[config.mk]
export PLATFORM = sky130hd
export DESIGN_NAME = decode_token_flat
export DESIGN_NICKNAME = d
export VERILOG_FILES = /design/src/rtl/decode_pkg.sv /design/src/rtl/decode_token_if.sv /design/src/rtl/decode_len.sv /design/src/rtl/decode_token.sv /design/src/flat_wrapper.sv
export SDC_FILE = /design/constraint.sdc
export NUM_CORES = 1
export LEC_CHECK = 0
export CORE_MARGIN = 1
export CORE_UTILIZATION = 55
export DETAILED_ROUTE_END_ITERATION = 8
export GPL_TIMING_DRIVEN = 1
export MAX_ROUTING_LAYER = met4
export PLACE_DENSITY = 0.85
export SYNTH_ARGS = -nofsm -noshare
export SYNTH_HDL_FRONTEND = slang
export SYNTH_SLANG_ARGS = --single-unit
[constraint.sdc]
create_clock -name clk -period 5.45 [get_ports clk]
set_input_delay 0.545 -clock clk [delete_from_list [all_inputs] [get_ports clk]]
set_output_delay 0.545 -clock clk [all_outputs]
set_load 0.05 [all_outputs]
[src/rtl/decode_pkg.sv]
// Shared types and constants for the LZS token parser.
package decode_pkg;

  typedef enum logic [1:0] {
    TOK_LIT   = 2'd0,
    TOK_MATCH = 2'd1,
    TOK_END   = 2'd2
  } tok_type_e;

  typedef enum logic [2:0] {
    ST_HDR,
    ST_LEN,
    ST_EXT,
    ST_ALIGN,
    ST_ERR
  } state_e;

  localparam logic [3:0] W_HDR_S = 4'd9;
  localparam logic [3:0] W_HDR_L = 4'd13;
  localparam logic [3:0] W_LEN_2 = 4'd2;
  localparam logic [3:0] W_LEN_4 = 4'd4;
  localparam logic [3:0] W_LEN_8 = 4'd8;

  typedef struct packed {
    logic [1:0]  typ;
    logic [7:0]  lit;
    logic [10:0] off;
    logic [4:0]  len;
  } token_t;

  // Bits needed to reach the next byte boundary.
  function automatic logic [2:0] align_pad(input logic [2:0] bitpos);
    return 3'd0 - bitpos;
  endfunction

endpackage

[src/rtl/decode_token_if.sv]
// Bitstream lookahead handshake and token output bus of the parser.
interface decode_token_if;
  logic [12:0] stream_data;
  logic        stream_valid;
  logic [3:0]  stream_width;
  logic        stream_ack;
  logic        tok_valid;
  logic        tok_ready;
  logic [1:0]  tok_type;
  logic [7:0]  tok_lit;
  logic [10:0] tok_off;
  logic [4:0]  tok_len;

  modport slave (
    input  stream_data, stream_valid, tok_ready,
    output stream_width, stream_ack, tok_valid, tok_type, tok_lit, tok_off, tok_len
  );

  modport master (
    output stream_data, stream_valid, tok_ready,
    input  stream_width, stream_ack, tok_valid, tok_type, tok_lit, tok_off, tok_len
  );
endinterface

[src/rtl/decode_len.sv]
// Combinational LZS length-code decoder over the top 8 lookahead bits.
module decode_len
  import decode_pkg::*;
(
  input  logic [7:0] code,
  output logic [4:0] len,
  output logic [3:0] width,
  output logic       ext
);

  always_comb begin
    len   = 5'd0;
    width = W_LEN_2;
    ext   = 1'b0;
    case (code[7:6])
      2'b00: len = 5'd2;
      2'b01: len = 5'd3;
      2'b10: len = 5'd4;
      default: begin
        width = W_LEN_4;
        case (code[5:4])
          2'b00: len = 5'd5;
          2'b01: len = 5'd6;
          2'b10: len = 5'd7;
          default: begin
            width = W_LEN_8;
            // All-ones nibble: 23 and continue with extension nibbles.
            if (code[3:0] == 4'hF) begin
              len = 5'd23;
              ext = 1'b1;
            end else begin
              len = 5'd8 + {1'b0, code[3:0]};
            end
          end
        endcase
      end
    endcase
  end

endmodule

[src/rtl/decode_token.sv]
// LZS token parser: classifies the lookahead window, acks consumed bits,
// and emits literal / match-segment / end tokens into a one-entry register.
module decode_token
  import decode_pkg::*;
(
  input  logic          clk,
  input  logic          rst,
  input  logic          ce,
  decode_token_if.slave bus,
  output logic          err
);

  state_e      state_q, state_d;
  logic [10:0] off_q, off_d;
  logic [2:0]  bitpos_q, bitpos_d;
  token_t      tok_q, tok_d, new_tok;
  logic        tok_valid_q, tok_valid_d;
  logic        err_q, err_d;

  logic        ack, emit, slot_free;
  logic [3:0]  width;
  logic [2:0]  pad;
  logic [12:0] d;
  logic [4:0]  ll_len;
  logic [3:0]  ll_width;
  logic        ll_ext;

  assign d = bus.stream_data;

  decode_len u_len (
    .code  (d[12:5]),
    .len   (ll_len),
    .width (ll_width),
    .ext   (ll_ext)
  );

  always_comb begin
    state_d     = state_q;
    off_d       = off_q;
    bitpos_d    = bitpos_q;
    tok_d       = tok_q;
    tok_valid_d = tok_valid_q;
    err_d       = err_q;
    new_tok     = '0;
    ack         = 1'b0;
    emit        = 1'b0;
    width       = 4'd0;
    slot_free   = ~tok_valid_q | bus.tok_ready;
    pad         = align_pad(bitpos_q);

    if (ce && !rst) begin
      case (state_q)
        ST_HDR: if (bus.stream_valid) begin
          if (!d[12]) begin
            if (slot_free) begin
              ack         = 1'b1;
              width       = W_HDR_S;
              emit        = 1'b1;
              new_tok.typ = TOK_LIT;
              new_tok.lit = d[11:4];
            end
          end else if (d[11]) begin
            if (d[10:4] == 7'd0) begin
              if (slot_free) begin
                ack         = 1'b1;
                width       = W_HDR_S;
                emit        = 1'b1;
                new_tok.typ = TOK_END;
                state_d     = ST_ALIGN;
              end
            end else begin
              ack     = 1'b1;
              width   = W_HDR_S;
              off_d   = {4'd0, d[10:4]};
              state_d = ST_LEN;
            end
          end else if (d[10:0] == 11'd0) begin
            err_d   = 1'b1;
            state_d = ST_ERR;
          end else begin
            ack     = 1'b1;
            width   = W_HDR_L;
            off_d   = d[10:0];
            state_d = ST_LEN;
          end
        end
        ST_LEN: if (bus.stream_valid && slot_free) begin
          ack         = 1'b1;
          width       = ll_width;
          emit        = 1'b1;
          new_tok.typ = TOK_MATCH;
          new_tok.off = off_q;
          new_tok.len = ll_len;
          state_d     = ll_ext ? ST_EXT : ST_HDR;
        end
        ST_EXT: if (bus.stream_valid) begin
          // A zero nibble terminates the match without a token.
          if (d[12:9] == 4'd0) begin
            ack     = 1'b1;
            width   = W_LEN_4;
            state_d = ST_HDR;
          end else if (slot_free) begin
            ack         = 1'b1;
            width       = W_LEN_4;
            emit        = 1'b1;
            new_tok.typ = TOK_MATCH;
            new_tok.off = off_q;
            new_tok.len = {1'b0, d[12:9]};
            state_d     = (d[12:9] == 4'hF) ? ST_EXT : ST_HDR;
          end
        end
        ST_ALIGN: begin
          if (pad == 3'd0) begin
            state_d = ST_HDR;
          end else if (bus.stream_valid) begin
            ack     = 1'b1;
            width   = {1'b0, pad};
            state_d = ST_HDR;
          end
        end
        ST_ERR: ;
        default: state_d = ST_HDR;
      endcase

      if (ack) bitpos_d = bitpos_q + width[2:0];

      if (emit) begin
        tok_d       = new_tok;
        tok_valid_d = 1'b1;
      end else if (tok_valid_q && bus.tok_ready) begin
        tok_valid_d = 1'b0;
      end
    end
  end

  always_ff @(posedge clk) begin
    if (rst) begin
      state_q     <= ST_HDR;
      off_q       <= '0;
      bitpos_q    <= '0;
      tok_q       <= '0;
      tok_valid_q <= 1'b0;
      err_q       <= 1'b0;
    end else begin
      state_q     <= state_d;
      off_q       <= off_d;
      bitpos_q    <= bitpos_d;
      tok_q       <= tok_d;
      tok_valid_q <= tok_valid_d;
      err_q       <= err_d;
    end
  end

  assign bus.stream_ack   = ack;
  assign bus.stream_width = width;
  assign bus.tok_valid    = tok_valid_q;
  assign bus.tok_type     = tok_q.typ;
  assign bus.tok_lit      = tok_q.lit;
  assign bus.tok_off      = tok_q.off;
  assign bus.tok_len      = tok_q.len;
  assign err              = err_q;

endmodule

[src/flat_wrapper.sv]
// flat-port wrapper written by rule: the top's interface ports become plain ports
module decode_token_flat import decode_pkg::*;
  (clk, rst, ce, err, bus_stream_data, bus_stream_valid, bus_tok_ready, bus_stream_width, bus_stream_ack, bus_tok_valid, bus_tok_type, bus_tok_lit, bus_tok_off, bus_tok_len);
  decode_token_if bus_i ();
  input  logic clk;
  input  logic rst;
  input  logic ce;
  output logic err;
  input wire logic [$bits(bus_i.stream_data)-1:0] bus_stream_data;
  input wire logic [$bits(bus_i.stream_valid)-1:0] bus_stream_valid;
  input wire logic [$bits(bus_i.tok_ready)-1:0] bus_tok_ready;
  output wire logic [$bits(bus_i.stream_width)-1:0] bus_stream_width;
  output wire logic [$bits(bus_i.stream_ack)-1:0] bus_stream_ack;
  output wire logic [$bits(bus_i.tok_valid)-1:0] bus_tok_valid;
  output wire logic [$bits(bus_i.tok_type)-1:0] bus_tok_type;
  output wire logic [$bits(bus_i.tok_lit)-1:0] bus_tok_lit;
  output wire logic [$bits(bus_i.tok_off)-1:0] bus_tok_off;
  output wire logic [$bits(bus_i.tok_len)-1:0] bus_tok_len;
  assign bus_i.stream_data = bus_stream_data;
  assign bus_i.stream_valid = bus_stream_valid;
  assign bus_i.tok_ready = bus_tok_ready;
  assign bus_stream_width = bus_i.stream_width;
  assign bus_stream_ack = bus_i.stream_ack;
  assign bus_tok_valid = bus_i.tok_valid;
  assign bus_tok_type = bus_i.tok_type;
  assign bus_tok_lit = bus_i.tok_lit;
  assign bus_tok_off = bus_i.tok_off;
  assign bus_tok_len = bus_i.tok_len;
  decode_token u_core (.clk(clk), .rst(rst), .ce(ce), .bus(bus_i), .err(err));
endmodule
Yosys cells after proc, flatten, opt, wreduce, memory -nomap -nowiden
Cells that the tools add are included.

storage, ports and cells
  bits in registers = 45
  latch bits = 0
  memory bits (writable) = 0
  bits in read-only memories = 0
  output and inout bits = 33
  word-level logic and storage cells = 138
  memories = 0

operators by class
  $add $sub $neg = 3
  multipliers = 0
  divide/modulo/power cells = 0
  magnitude comparators = 0
  equal/unequal tests = 19
  shift operators = 0
  muxes and demuxes = 83
  bitwise operators = 4
  reduce and logical (&&, ||, !) cells = 20

operators by type and width
  operator             count
  $mux 16              4
  $mux 4               14
  $mux 3               14
  $mux 11              3
  $pmux 16 s2          1
  $pmux 5 s3           2
  $mux 1               27
  $mux 8               3
  $mux 2               8
  $pmux 4 s4           1
  $pmux 3 s5           1
  $reduce_and 6->1     2
  $logic_not 11->1     1
  $mux 10              1
  $ne 2x2->1 const B   5
  $reduce_and 9->1     1
  $eq 4x4->1 const B   2
  $logic_not 7->1      1
  $eq 3x2->1 const B   2
  $logic_not 3->1      2
  $pmux 2 s3           1
  $reduce_and 2->1     3
  $reduce_or 3->1      2
  $add 4x4->5 const A  1
  other kinds (20)     27

Logic depth before layout (Yosys ltp)
  depth after elaboration = 11
  gate-level depth with buffers = 11
  mapped depth without buffers = 10

Modules after synthesis
Synthesis repeated with hierarchy kept, for this count alone.

second synthesis, totals
  cells, all modules = 314
  area, all modules = 2483.6 sq um

by module, submodules not included
  module        instances  cells each  area an instance (sq um)  sequential area each (sq um)
  decode_token  1          293         2341.0                    900.9
  decode_len    1          21          142.6                     0.0

Worst setup path after synthesis
OpenSTA, ideal clock, no wires.

  path type = input to register
  from = input port bus_stream_data[7]
  to = register u_core.bitpos_q[2]
  setup time = 0.060 ns
  data arrival time = 2.755 ns
  setup slack = 2.635 ns
  stages = 10
  cells stage by stage = nor4_2 nand2_1 nor3_1 nor3_1 a21o_1 ha_1 fa_1 or3_1 a311oi_1 a41o_1

on the way
  longest elaborated chain between the ends = 8

ends and longest elaborated chain
  item                                                 line                                    source
  from (decl)                                          flat_wrapper.sv:9                       input wire logic [$bits(bus_i.stream_data)-1:0] bus_stream_data;
  $logic_not 11->1 or $logic_not 7->1 (tied branches)  decode_token.sv:77, decode_token.sv:63
  $mux 4 (tied with other cells)                       decode_token.sv:77                      end else if (d[10:0] == 11'd0) begin
  $mux 4 or $mux 1 (tied branches)                     decode_token.sv:62                      end else if (d[11]) begin
  $mux 4 or $mux 1 (tied branches)                     decode_token.sv:54                      if (!d[12]) begin
  $mux 4 or $mux 1 (tied branches)                     decode_token.sv:53                      ST_HDR: if (bus.stream_valid) begin
  $pmux 4 s4 or $pmux 1 s4 (tied branches)             decode_token.sv:52                      case (state_q)
  $mux 4 or $mux 1 (tied branches)                     decode_token.sv:51                      if (ce && !rst) begin
  $add 3x3->3 or $reduce_and 2->1 (tied branches)      -
  to (signal assigned)                                 decode_token.sv:147                     bitpos_q <= bitpos_d;
  to (decl)                                            decode_token.sv:15                      logic [2:0] bitpos_q, bitpos_d;

Several ways; a longest one is shown, not always the timed one. The select of a mux whose other input is x is not followed.
A chain may end at the register's enable or synchronous reset.

Final worst setup path
  from = input port bus_stream_data[11]
  to = output port bus_stream_width[0]

on the way
  longest elaborated chain between the ends = 7

ends and longest elaborated chain
  item                                line                source
  $eq 2x2->1 (tied with other cells)  decode_len.sv:15    case (code[7:6])
  $reduce_or 3->1 (no source line)    -
  $mux 4                              decode_len.sv:15
  $mux 4                              decode_token.sv:87  ST_LEN: if (bus.stream_valid && slot_free) begin
  $pmux 4 s4 (*)                      decode_token.sv:52
  $mux 4 (*) (2 in series)            decode_token.sv:51
  to (decl)                           flat_wrapper.sv:12  output wire logic [$bits(bus_i.stream_width)-1:0] bus_stream_width;

Mark *: on every way between the ends. The rest lies on a longest branch, timed or not. The select of a mux whose other input is x is not followed.

==> impl_metrics.toml <==
[outcome]
status = "finished clean"

[sta]
hold_slack_ns = 0.448
period_share_pct = 77.5
maxSlewViolCount = 0
hold_viol_final = 0
max_freq_mhz = 237
setup_viol_count_final = 0
period_needed_ns = 4.22
worst_pin_slew_ns = 1.14
rsz0062_at_grt = "no"
finClkSkew_ns = 0.00601
final.setup.tns_ns = 0
relSlewSlack_pct = 23.1
fin_ws_ns = 1.23

[power_and_ir_drop]
total_power_uw = 679
power.leakage_nw = 1.07
cellPowerDensity_nw_per_um2 = 220
ir_worst_vdd_mv = 0.124

[yosys]
syn_area_per_cell_um2 = 8.26
syn_nets = 327
synth-seq-cells = 45
async_flop_share_pct = 0
syn_inst = 301
synth_area_um2 = 2490
synth_ff_type = "dfxtp_1"
yosysSeqAreaShare_pct = 36.2
yosys_warnings = 0
synth_edf_count = 0
yosysUniqueCellTypes = 52

[place]
port_buffers = 50
dp_slack_ns = 1.37
gp_congestion = 0.916
dpl.hpwl_um = 4030
dpl_cell_area_um2 = 2970

[floorplan]
start_util_pct = 57.1
ios = 51
die_x_um = 69.3
dieArea_um2 = 4800
core_um2 = 4350
die_height_um = 69.3
rows = 24

[critical_path]
start_kind = "input pin"
cp_slowest_cell = "clkdlybuf4s50_1"
worstReg2RegStart = "u_core.bus.tok_valid$_SDFFE_PP0P_"
critPathArrivalTime_ns = 3.68
r2r_slack_ns = 2.61
critPathMaxFanout = 19
cp_slowest_stage_delay_ns = 1.08
critPathRequiredTime_ns = 4.91
rr_worst_depth = 10
r2r-end = "u_core.bitpos_q[2]$_SDFFE_PP0P_"
path_class = "input pin to output pin"
endpoint_kind = "output pin"
crit_chain = "clkdlybuf4s50_1 -> inv_1 -> mux2i_1 -> nor3_1 -> nor3_1 -> a21o_1 -> nor2b_1 -> clkdlybuf4s50_1"

[routing]
drt_pass1_iterations = 4
drt-total-wl_um = 5790
drt_iter0_markers = 142
vias = 2295
ant_nets = 0
drt-vias-per-instance = 5.90
drcViolationCount = 0
avgRoutedWirePerCell_um = 14.9

[clock_tree]
clk_transition_reported_paths_ns = 0.08
h-tree-depth = 2
cts_tree = "yes"
cts_buffers = 5
clkSinkCount = 45
clk-insertion-delay-late_ns = 0.30
clockBufferDepth = 2
cts_hold_buf = 0
cts_root_buf = "clkbuf_8"
cts_resized = 0
postCtsSetupBuffers = 0

[min_path]
hp-class = "flop to flop"
holdPathStages = 2
whs_endpoint = "u_core.err$_SDFFE_PP0P_"
hold_start = "u_core.err$_SDFFE_PP0P_"

[job]
cap_violations = 0

[cells_and_area]
post_route_cells_drive_above_1_share_pct = 5.64
fin_nets = 362
layout_common_cells = "clkdlybuf4s50_1, dfxtp_1, nand2_1"
antenna_cells = 0
layout_commonest_cell = "clkdlybuf4s50_1"
final_area_um2 = 3080
area_growth_pct = 23.9
num-fill-cells = 367

[global_route]
grt_pass1_wl_um = 9870
antenna_found_initial = 0
grt_max_degree = 50
grt_overflow = 0
first_global_vias = 2157
grt_usage_pct = 25.8
==> synthesized netlist by cell type (3+ instances only) <==
master / n / area share, %
nand2_1: 29 / 4.4
a211oi_1: 9 / 2.7
buf_2: 12 / 2.4
ha_1: 7 / 3.5
nor3_1: 12 / 2.4
mux2i_1: 13 / 5.2
o21ai_1: 20 / 4.0
nand3b_1: 25 / 7.5
nor2_1: 27 / 4.1
clkbuf_1: 10 / 1.5
dfxtp_1: 45 / 36
nor2b_1: 8 / 2.0
nand2b_1: 3 / 0.75
o21ai_0: 7 / 1.4
nand3_1: 8 / 1.6
a21oi_1: 12 / 2.4
inv_1: 9 / 1.4
and3_1: 5 / 1.3
==> worst max path at each step <==
| stage | start | end | slack, ns | cells past startpoint |
|---|---|---|---|---|
| 3_3_place_gp | bus_stream_data[11] | bus_stream_width[0] | 1.44 | 8 |
| 6_report | bus_stream_data[11] | bus_stream_width[0] | 1.23 | 8 |
| 4_1_cts | bus_stream_data[11] | bus_stream_width[0] | 1.29 | 8 |
| 5_1_grt | bus_stream_data[11] | bus_stream_width[0] | 1.13 | 8 |
| 3_5_place_dp | bus_stream_data[11] | bus_stream_width[0] | 1.37 | 8 |
| 2_1_floorplan | bus_stream_data[7] | u_core.bitpos_q[2]$_SDFFE_PP0P_ | 2.64 | 10 |
==> critical path: cells and delay by family <==
| kind | cells | cell delay, ns |
|---|---|---|
| buffers and inverters | 3 | 2.16 |
| and+or+nand+nor | 3 | 0.50 |
| AOI/OAI and AO/OA | 1 | 0.14 |
| muxes | 1 | 0.32 |
==> area by class of cell <==
class	count	area, µm²	share of cell area [%]
clock buffer	5	68.8	2.23
sequential	45	901	29.2
tap	52	65.1	2.11
inverter	10	37.5	1.22
clock inverter	3	46.3	1.50
multi-input combinational	223	1460	47.2
timing repair buffer	51	508	16.5
==> metal layers <==
layer / global-route usage (%) / vias up / share of wire (%) / wire length (µm)
met5: - / - / 0 / 0
met4: 10.7 / 0 / 2.2 / 128
met3: 4.94 / 15 / 5.3 / 307
met2: 42.5 / 91 / 49 / 2840
met1: 30.9 / 1041 / 44 / 2520
li1: - / 1148 / - / -
==> flip-flops by register name, summed over array words and instances (netlist names) <==
name / cells
u_core.state_q: 3
u_core.off_q: 11
u_core.bus.tok_off: 11
u_core.bitpos_q: 3
u_core.bus.tok_lit: 8
u_core.err: 1
u_core.bus.tok_len: 5
u_core.bus.tok_valid: 1
u_core.bus.tok_type: 2
==> power by group <==
group | switching, mW | total [mW] | leakage, nW | internal (mW)
clock network | 0.114 | 0.251 | 0.0543 | 0.137
logic | 0.0550 | 0.0917 | 0.655 | 0.0367
registers | 0.00326 | 0.336 | 0.363 | 0.333
==> through the flow <==
| stage | instances | util [%] |
|---|---|---|
| 6_report | 389 | 70.8 |
| 5_1_grt | 389 | 70.8 |
| 4_1_cts | 389 | 70.8 |
| 3_5_place_dp | 381 | 68.1 |
| 3_3_place_gp | 381 | 68.1 |
| 2_1_floorplan | 301 | - |
==> kinds of logic after synthesis <==
group / synth area share, %
AO/OA/AOI/OAI: 18.0
multiplexers: 5.23
flip-flops: 36.2
AND/OR/NAND/NOR: 30.5
buffers and inverters: 5.73
adder cells (fa/ha/maj): 4.33
No activity file was read; power rests on OpenSTA's default activity.
